<file path="src/rtl/c_mac_frame.sv">
// -----------------------------------------------------------------------------
// c_mac_frame
//   Complex multiply-accumulate over frames of programmable length.
//   Each accepted beat carries a = (in_ar, in_ai) and b = (in_br, in_bi). The
//   beat's full-precision product a*b, or a*conj(b) when conj_b is set, goes
//   through a MULT_LAT-deep pipeline and is added into a wide accumulator.
//   After L products the sum is rounded (round half up, >>> Q), saturated to
//   OUT_W bits and presented on a valid/ready output port. The accumulator
//   restarts in that same cycle, so consecutive frames run with no bubble.
//
// Ports
//   clk        : clock, rising edge
//   rst        : asynchronous reset, active low
//   mac_clear  : synchronous flush of the pipeline, accumulator and counter.
//                A pending output result is kept.
//   conj_b     : 1 = multiply by conj(b); sampled with each beat
//   acc_len    : products per frame (0 -> 1, > MAX_LEN -> MAX_LEN)
//   in_valid / in_ready                : input handshake
//   in_ar, in_ai, in_br, in_bi         : signed operand components
//   out_valid / out_ready              : result handshake
//   out_r, out_i                       : rounded, saturated frame sums
//   out_ovf                            : either component of this result clipped
// -----------------------------------------------------------------------------
module c_mac_frame #(
  parameter int N        = 16,
  parameter int Q        = 8,
  parameter int MAX_LEN  = 256,
  parameter int ACC_W    = 2*N + 1 + $clog2(MAX_LEN),
  parameter int OUT_W    = 32,
  parameter int MULT_LAT = 4
) (
  input  logic                       clk,
  input  logic                       rst,
  input  logic                       mac_clear,
  input  logic                       conj_b,
  input  logic [$clog2(MAX_LEN):0]   acc_len,
  input  logic                       in_valid,
  output logic                       in_ready,
  input  logic signed [N-1:0]        in_ar,
  input  logic signed [N-1:0]        in_ai,
  input  logic signed [N-1:0]        in_br,
  input  logic signed [N-1:0]        in_bi,
  output logic                       out_valid,
  input  logic                       out_ready,
  output logic signed [OUT_W-1:0]    out_r,
  output logic signed [OUT_W-1:0]    out_i,
  output logic                       out_ovf
);

  localparam int LEN_W = $clog2(MAX_LEN) + 1;
  localparam int P_W   = 2*N + 1;
  // Rounding needs one bit above ACC_W; saturation needs at least OUT_W bits.
  localparam int EXT_W = (ACC_W + 1 > OUT_W) ? ACC_W + 1 : OUT_W;
  localparam logic signed [EXT_W-1:0] RND =
    (Q > 0) ? (EXT_W'(1) <<< ((Q > 0) ? Q - 1 : 0)) : '0;

  generate
    if (ACC_W < 2*N + 1 + $clog2(MAX_LEN)) begin : g_acc_w_chk
      $error("c_mac_frame: ACC_W too small for N and MAX_LEN");
    end
    if (MULT_LAT < 1) begin : g_lat_chk
      $error("c_mac_frame: MULT_LAT must be at least 1");
    end
  endgenerate

  // Round half up with an arithmetic shift, then clip to signed OUT_W.
  // Returns {clipped, value}.
  function automatic logic [OUT_W:0] round_sat(input logic signed [ACC_W-1:0] s);
    logic signed [EXT_W-1:0] t;
    logic                    fits;
    t    = EXT_W'(s);
    t    = t + RND;
    t    = t >>> Q;
    // The value fits when every bit from OUT_W-1 upward equals the sign.
    fits = (&t[EXT_W-1:OUT_W-1]) | ~(|t[EXT_W-1:OUT_W-1]);
    if (fits) begin
      return {1'b0, t[OUT_W-1:0]};
    end
    return {1'b1, t[EXT_W-1], {(OUT_W-1){~t[EXT_W-1]}}};
  endfunction

  function automatic logic [LEN_W-1:0] clamp_len(input logic [LEN_W-1:0] l);
    if (l == '0) begin
      return LEN_W'(1);
    end
    if (l > LEN_W'(MAX_LEN)) begin
      return LEN_W'(MAX_LEN);
    end
    return l;
  endfunction

  logic w_adv;
  logic w_accept;

  // The whole pipeline moves only when the output register can take a result.
  assign w_adv    = ~(out_valid & ~out_ready);
  assign in_ready = w_adv & ~mac_clear & rst;
  assign w_accept = in_valid & in_ready;

  // ---- stage p0: operand capture ---------------------------------------------
  logic                r_vld_p0;
  logic                r_conj_p0;
  logic signed [N-1:0] r_ar_p0, r_ai_p0, r_br_p0, r_bi_p0;

  always_ff @(posedge clk or negedge rst) begin
    if (!rst) begin
      r_vld_p0 <= 1'b0;
    end else if (mac_clear) begin
      r_vld_p0 <= 1'b0;
    end else if (w_adv) begin
      r_vld_p0 <= w_accept;
    end
  end

  always_ff @(posedge clk) begin
    if (w_accept) begin
      r_ar_p0   <= in_ar;
      r_ai_p0   <= in_ai;
      r_br_p0   <= in_br;
      r_bi_p0   <= in_bi;
      r_conj_p0 <= conj_b;
    end
  end

  // ---- stage p1..pMULT_LAT: complex product and delay line --------------------
  logic signed [P_W-1:0] w_ar_x, w_ai_x, w_br_x, w_bi_x;
  logic signed [P_W-1:0] w_rr, w_ii, w_ir, w_ri;
  logic signed [P_W-1:0] w_pr, w_pi;

  // Operands are widened first so the products carry the full 2N+1 bits.
  assign w_ar_x = P_W'(r_ar_p0);
  assign w_ai_x = P_W'(r_ai_p0);
  assign w_br_x = P_W'(r_br_p0);
  assign w_bi_x = P_W'(r_bi_p0);
  assign w_rr   = w_ar_x * w_br_x;
  assign w_ii   = w_ai_x * w_bi_x;
  assign w_ir   = w_ai_x * w_br_x;
  assign w_ri   = w_ar_x * w_bi_x;
  assign w_pr   = r_conj_p0 ? (w_rr + w_ii) : (w_rr - w_ii);
  assign w_pi   = r_conj_p0 ? (w_ir - w_ri) : (w_ir + w_ri);

  logic                  r_vld_p [1:MULT_LAT];
  logic signed [P_W-1:0] r_pr_p  [1:MULT_LAT];
  logic signed [P_W-1:0] r_pi_p  [1:MULT_LAT];

  always_ff @(posedge clk or negedge rst) begin
    if (!rst) begin
      for (int i = 1; i <= MULT_LAT; i++) begin
        r_vld_p[i] <= 1'b0;
      end
    end else if (mac_clear) begin
      for (int i = 1; i <= MULT_LAT; i++) begin
        r_vld_p[i] <= 1'b0;
      end
    end else if (w_adv) begin
      r_vld_p[1] <= r_vld_p0;
      for (int i = 2; i <= MULT_LAT; i++) begin
        r_vld_p[i] <= r_vld_p[i-1];
      end
    end
  end

  always_ff @(posedge clk) begin
    if (w_adv) begin
      r_pr_p[1] <= w_pr;
      r_pi_p[1] <= w_pi;
      for (int i = 2; i <= MULT_LAT; i++) begin
        r_pr_p[i] <= r_pr_p[i-1];
        r_pi_p[i] <= r_pi_p[i-1];
      end
    end
  end

  // ---- accumulate stage -------------------------------------------------------
  logic signed [ACC_W-1:0] r_acc_r, r_acc_i;
  logic        [LEN_W-1:0] r_cnt;
  logic        [LEN_W-1:0] r_len;
  logic signed [ACC_W-1:0] w_prod_r, w_prod_i;
  logic signed [ACC_W-1:0] w_sum_r, w_sum_i;
  logic        [LEN_W-1:0] w_len_in, w_len_eff, w_cnt_inc;
  logic                    w_last_vld;
  logic                    w_end;
  logic                    w_fire;
  logic        [OUT_W:0]   w_rnd_r, w_rnd_i;

  assign w_last_vld = r_vld_p[MULT_LAT];
  assign w_prod_r   = ACC_W'(r_pr_p[MULT_LAT]);
  assign w_prod_i   = ACC_W'(r_pi_p[MULT_LAT]);
  assign w_sum_r    = r_acc_r + w_prod_r;
  assign w_sum_i    = r_acc_i + w_prod_i;
  assign w_len_in   = clamp_len(acc_len);
  // The first product of a frame uses acc_len directly, since it is latched
  // into r_len on that same edge.
  assign w_len_eff  = (r_cnt == '0) ? w_len_in : r_len;
  assign w_cnt_inc  = r_cnt + LEN_W'(1);
  assign w_end      = w_last_vld & (w_cnt_inc == w_len_eff);
  assign w_fire     = w_adv & w_end & ~mac_clear;
  assign w_rnd_r    = round_sat(w_sum_r);
  assign w_rnd_i    = round_sat(w_sum_i);

  always_ff @(posedge clk or negedge rst) begin
    if (!rst) begin
      r_acc_r <= '0;
      r_acc_i <= '0;
      r_cnt   <= '0;
      r_len   <= '0;
    end else if (mac_clear) begin
      r_acc_r <= '0;
      r_acc_i <= '0;
      r_cnt   <= '0;
    end else if (w_adv && w_last_vld) begin
      if (r_cnt == '0) begin
        r_len <= w_len_in;
      end
      if (w_end) begin
        r_acc_r <= '0;
        r_acc_i <= '0;
        r_cnt   <= '0;
      end else begin
        r_acc_r <= w_sum_r;
        r_acc_i <= w_sum_i;
        r_cnt   <= w_cnt_inc;
      end
    end
  end

  // ---- output register --------------------------------------------------------
  always_ff @(posedge clk or negedge rst) begin
    if (!rst) begin
      out_valid <= 1'b0;
      out_r     <= '0;
      out_i     <= '0;
      out_ovf   <= 1'b0;
    end else if (w_fire) begin
      // A new result may replace one being handed off in this same cycle.
      out_valid <= 1'b1;
      out_r     <= w_rnd_r[OUT_W-1:0];
      out_i     <= w_rnd_i[OUT_W-1:0];
      out_ovf   <= w_rnd_r[OUT_W] | w_rnd_i[OUT_W];
    end else if (out_ready) begin
      out_valid <= 1'b0;
    end
  end

endmodule

</file>
<file path="config.mk">
export PLATFORM = sky130hd
export DESIGN_NAME = c_mac_frame
export DESIGN_NICKNAME = d
export VERILOG_FILES = /design/src/rtl/c_mac_frame.sv
export SDC_FILE = /design/constraint.sdc
export NUM_CORES = 2
export LEC_CHECK = 0
export ABC_AREA = 1
export BUFFER_PORTS_ARGS = -buffer_cell sky130_fd_sc_hd__buf_2
export CAP_MARGIN = 30
export CELL_PAD_IN_SITES_DETAIL_PLACEMENT = 1
export CELL_PAD_IN_SITES_GLOBAL_PLACEMENT = 2
export CORE_MARGIN = 8
export CORE_UTILIZATION = 40
export DETAILED_ROUTE_END_ITERATION = 12
export PLACE_DENSITY_LB_ADDON = 0.1
export SLEW_MARGIN = 20
export SYNTH_ARGS = -nofsm -noshare
export SYNTH_HDL_FRONTEND = slang
export SYNTH_SLANG_ARGS = --single-unit
</file>
<file path="constraint.sdc">
create_clock -name clk -period 10 [get_ports clk]
set_input_delay 0.5 -clock clk [delete_from_list [all_inputs] [get_ports clk]]
set_output_delay 0.5 -clock clk [all_outputs]
set_load 0.1 [all_outputs]
</file>
==> key figures <==
Synth
  • Sequential area share after synthesis: roughly a fifth
  • Synth Area in Adders: 38.0%
  • Simple-gate share of the synthesized area: 19.2%
  • Async SR Flop Fraction: 34.2%
  • Mux contribution to synthesized area: 0.0281%
  • Synth Area in XOR/XNOR: 4.21%
  • Syn nets: 10.5k
  • Cells after Synth: 8,910
  • Post-synth EDFFs: 329
  • Largest family of logic cells by synthesized area: adder cells
  • Syn avg cell area: around 8.0 µm²
  • #FFs+latches synth: 500
  • Synth warnings: 0
  • Synth Cell Area: between 70,000 and 80,000 µm²
  • Post-synth top flop: edfxtp_1
  • Unique cell type count in the Yosys netlist: 60
  • Post-synthesis compound-gate area fraction: 5.36%

STA
  • Final Cycle Share: around 95%
  • Fmax achieved: 0.106 GHz
  • Fin. max-slew vios: 0
  • Final Skew: 0.0364 ns
  • Worst slew margin: 28.0%
  • Setup Viol. Count Final: 0
  • Final hold vios: 0
  • Fin crit period: 9.45 ns
  • Least-Margin Pin Slew: 1.08 ns
  • Final TNS setup: 0 ns
  • RSZ-0062 raised after global routing: false

Detailed routing
  • Via-to-Cell Ratio: ~5
  • Drt wl/cell: 20.5 µm
  • Antenna Nets Post-Route: 0
  • Iter 0 DRT Violations: 2,626
  • TritonRoute pass-1 iters: 5
  • Drt drc: 0
  • Final wirelength: 235,000 µm
  • Via count: 57.1k

Finish
  • Most common cell after layout, fill and taps aside: nand2_1
  • Commonest cells after routing, fill and taps aside: nand2_1, inv_1, fa_1
  • Layout cells sized above 1: 5.58%
  • Fill count: 21.4k
  • Layout area overhead: 9.59%
  • Fin nets: 10.7k
  • Post-route cell area: just under 80,000 µm²

Worst setup path
  • Worst r2r src: r_ar_p0[13]
  • CP arrival: 9.89 ns
  • Worst stage delay on the critical path: 1.01 ns
  • Setup crit start: r_ar_p0[13]
  • Slowest CP cell: edfxtp_1
  • Critical path class: reg2reg
  • Worst EP required: 10.44 ns
  • CP endpoint kind: flip-flop
  • CP max FO: 13
  • Worst Setup Start Kind: flip-flop

Placement
  • GP Congestion: 0.906
  • Port Buffer Count: about 150
  • DP Area: 75,000 µm²
  • Post-DP HPWL: 196,000 µm

Job
  • Max-cap violations: 0

Floorplan
  • Row cnt: 154
  • Die Height: about 440 µm
  • Initial core utilization: roughly 40%
  • Die area: 192,000 µm²
  • Ports: 146
  • Chip width: about 440 µm
  • Core Region: 176,000 µm²

CTS
  • Root buffer cell: clkbuf_16
  • Reg clk slew, reported paths: around 0.070 ns
  • H-tree depth: 2
  • Skew-Pair Late Insertion Delay: 0.71 ns
  • CTS sink count: 500
  • CTS tree: done
  • CTS buffer count: 60
  • CTS Buffer Depth: 3

Min path
  • Worst hold path class: in2reg
  • HP Start: in_ai[2]

Global route
  • GR Util All Layers: 24.6%
  • First-pass GRT wire length: about 370,000 µm
  • Number of global-route vias before repair: 63.1k
  • Initial antenna violation count: 3
  • GR Overflow Total: 0
  • Largest net degree at the start of global routing: 84

Outcome
  • Status: finished, final reports clean
[layout make-up]
cell class	count	area, µm²	area share, %
repair buffers	351	2630	3.38
flip-flops and latches	500	14200	18.2
clock inverters	43	584	0.749
well taps	2340	2930	3.76
clock buffers	70	1610	2.07
inverters	2259	8490	10.9
diodes	1	2.50	0.00321
multi-input cells	5911	47600	61.0
[path summary, 6_finish.rpt]
path / to / slack (ns) / cells past startpoint
max in group asynchronous: out_r[29] / 8.46 / 3
hold / removal: r_ai_p0[2] / 0.06 / 1
setup / recovery: r_pi_p[0][65] / 0.55 / 35
min in group asynchronous: r_acc_i[29] / 0.31 / 2
setup reg to reg: r_pi_p[0][65] / 0.55 / 35
hold reg to reg: r_pi_p[0][67] / 0.41 / 0
[kinds of logic after synthesis]
family	Yosys count
AO/OA/AOI/OAI	679
XOR/XNOR	339
adder cells (fa/ha/maj)	1532
buffers and inverters	2499
flip-flops	500
multiplexers	2
AND/OR/NAND/NOR	3359
[synthesized netlist by cell type (9+ instances only)]
cell type  count  area share (%)
nand2_1     2347              12
inv_1       2250              12
fa_1        1052              30
nor2_1       532             2.8
ha_1         480             8.4
edfxtp_1     329              14
a21oi_1      313             2.2
xor2_1       219             2.7
clkbuf_1     217             1.1
o21ai_0      202             1.4
nand3_1      195             1.4
dfrtp_1      171             6.0
xnor2_1      117             1.4
nand4_1      100            0.88
nor3_1        57            0.40
a31oi_1       25            0.22
or2_2         23            0.20
a21o_1        22            0.23
nand3b_1      19            0.20
a21boi_0      18            0.19
nand2_2       18            0.16
nor2_2        18            0.16
o21bai_1      18            0.19
nor4_1        16            0.14
a21oi_2       11            0.14
buf_2         11           0.077
nand3_2       10            0.14
o211ai_1       9           0.095
[critical path, delay by kind of cell, from the launching register on]
| family | cells | cell delay (ns) |
|---|---|---|
| flops | 1 | 1.01 |
| xor+xnor | 3 | 1.04 |
| compound gates | 6 | 1.08 |
| buf+inv | 7 | 0.79 |
| fa+ha+maj | 8 | 3.72 |
| simple gates | 11 | 1.53 |
[per-layer routing]
layer	vias up	GRT usage, %	wire length, µm
met1	29100	32.9	106000
li1	26900	-	-
met3	223	2.07	7260
met4	0	5.89	6230
met5	-	0	0
met2	880	43.3	115000
[registers in the layout (all words and copies together) (netlist names), 16 cells and up]
name,count
r_bi_p0,16
r_ar_p0,16
out_i,32
r_br_p0,16
r_pr_p,132
r_acc_i,41
r_pi_p,132
r_ai_p0,16
r_acc_r,41
out_r,32
[per-stage QoR]
step	instances	hold slack [ns]	util, %	setup slack, ns
final	11500	0.0636	44.2	0.546
after global routing	11500	0.0181	44.2	0.0744
after floorplan	8910	0.204	-	2.33
after global placement	11300	0.400	42.5	0.123
after detailed placement	11300	0.406	42.5	0.110
after CTS	11500	0.0102	44.1	0.0468
[what timing repair did]
item,in CTS,in global routing
hold buffers,61,0
gates resized for setup,0,2
buffers inserted,0,11
endpoints found under the setup margin,0,5
hold endpoints to repair,103,0
Power is not shown: default switching activity piles up to over one toggle a cycle in this logic, so the estimate is an artifact.
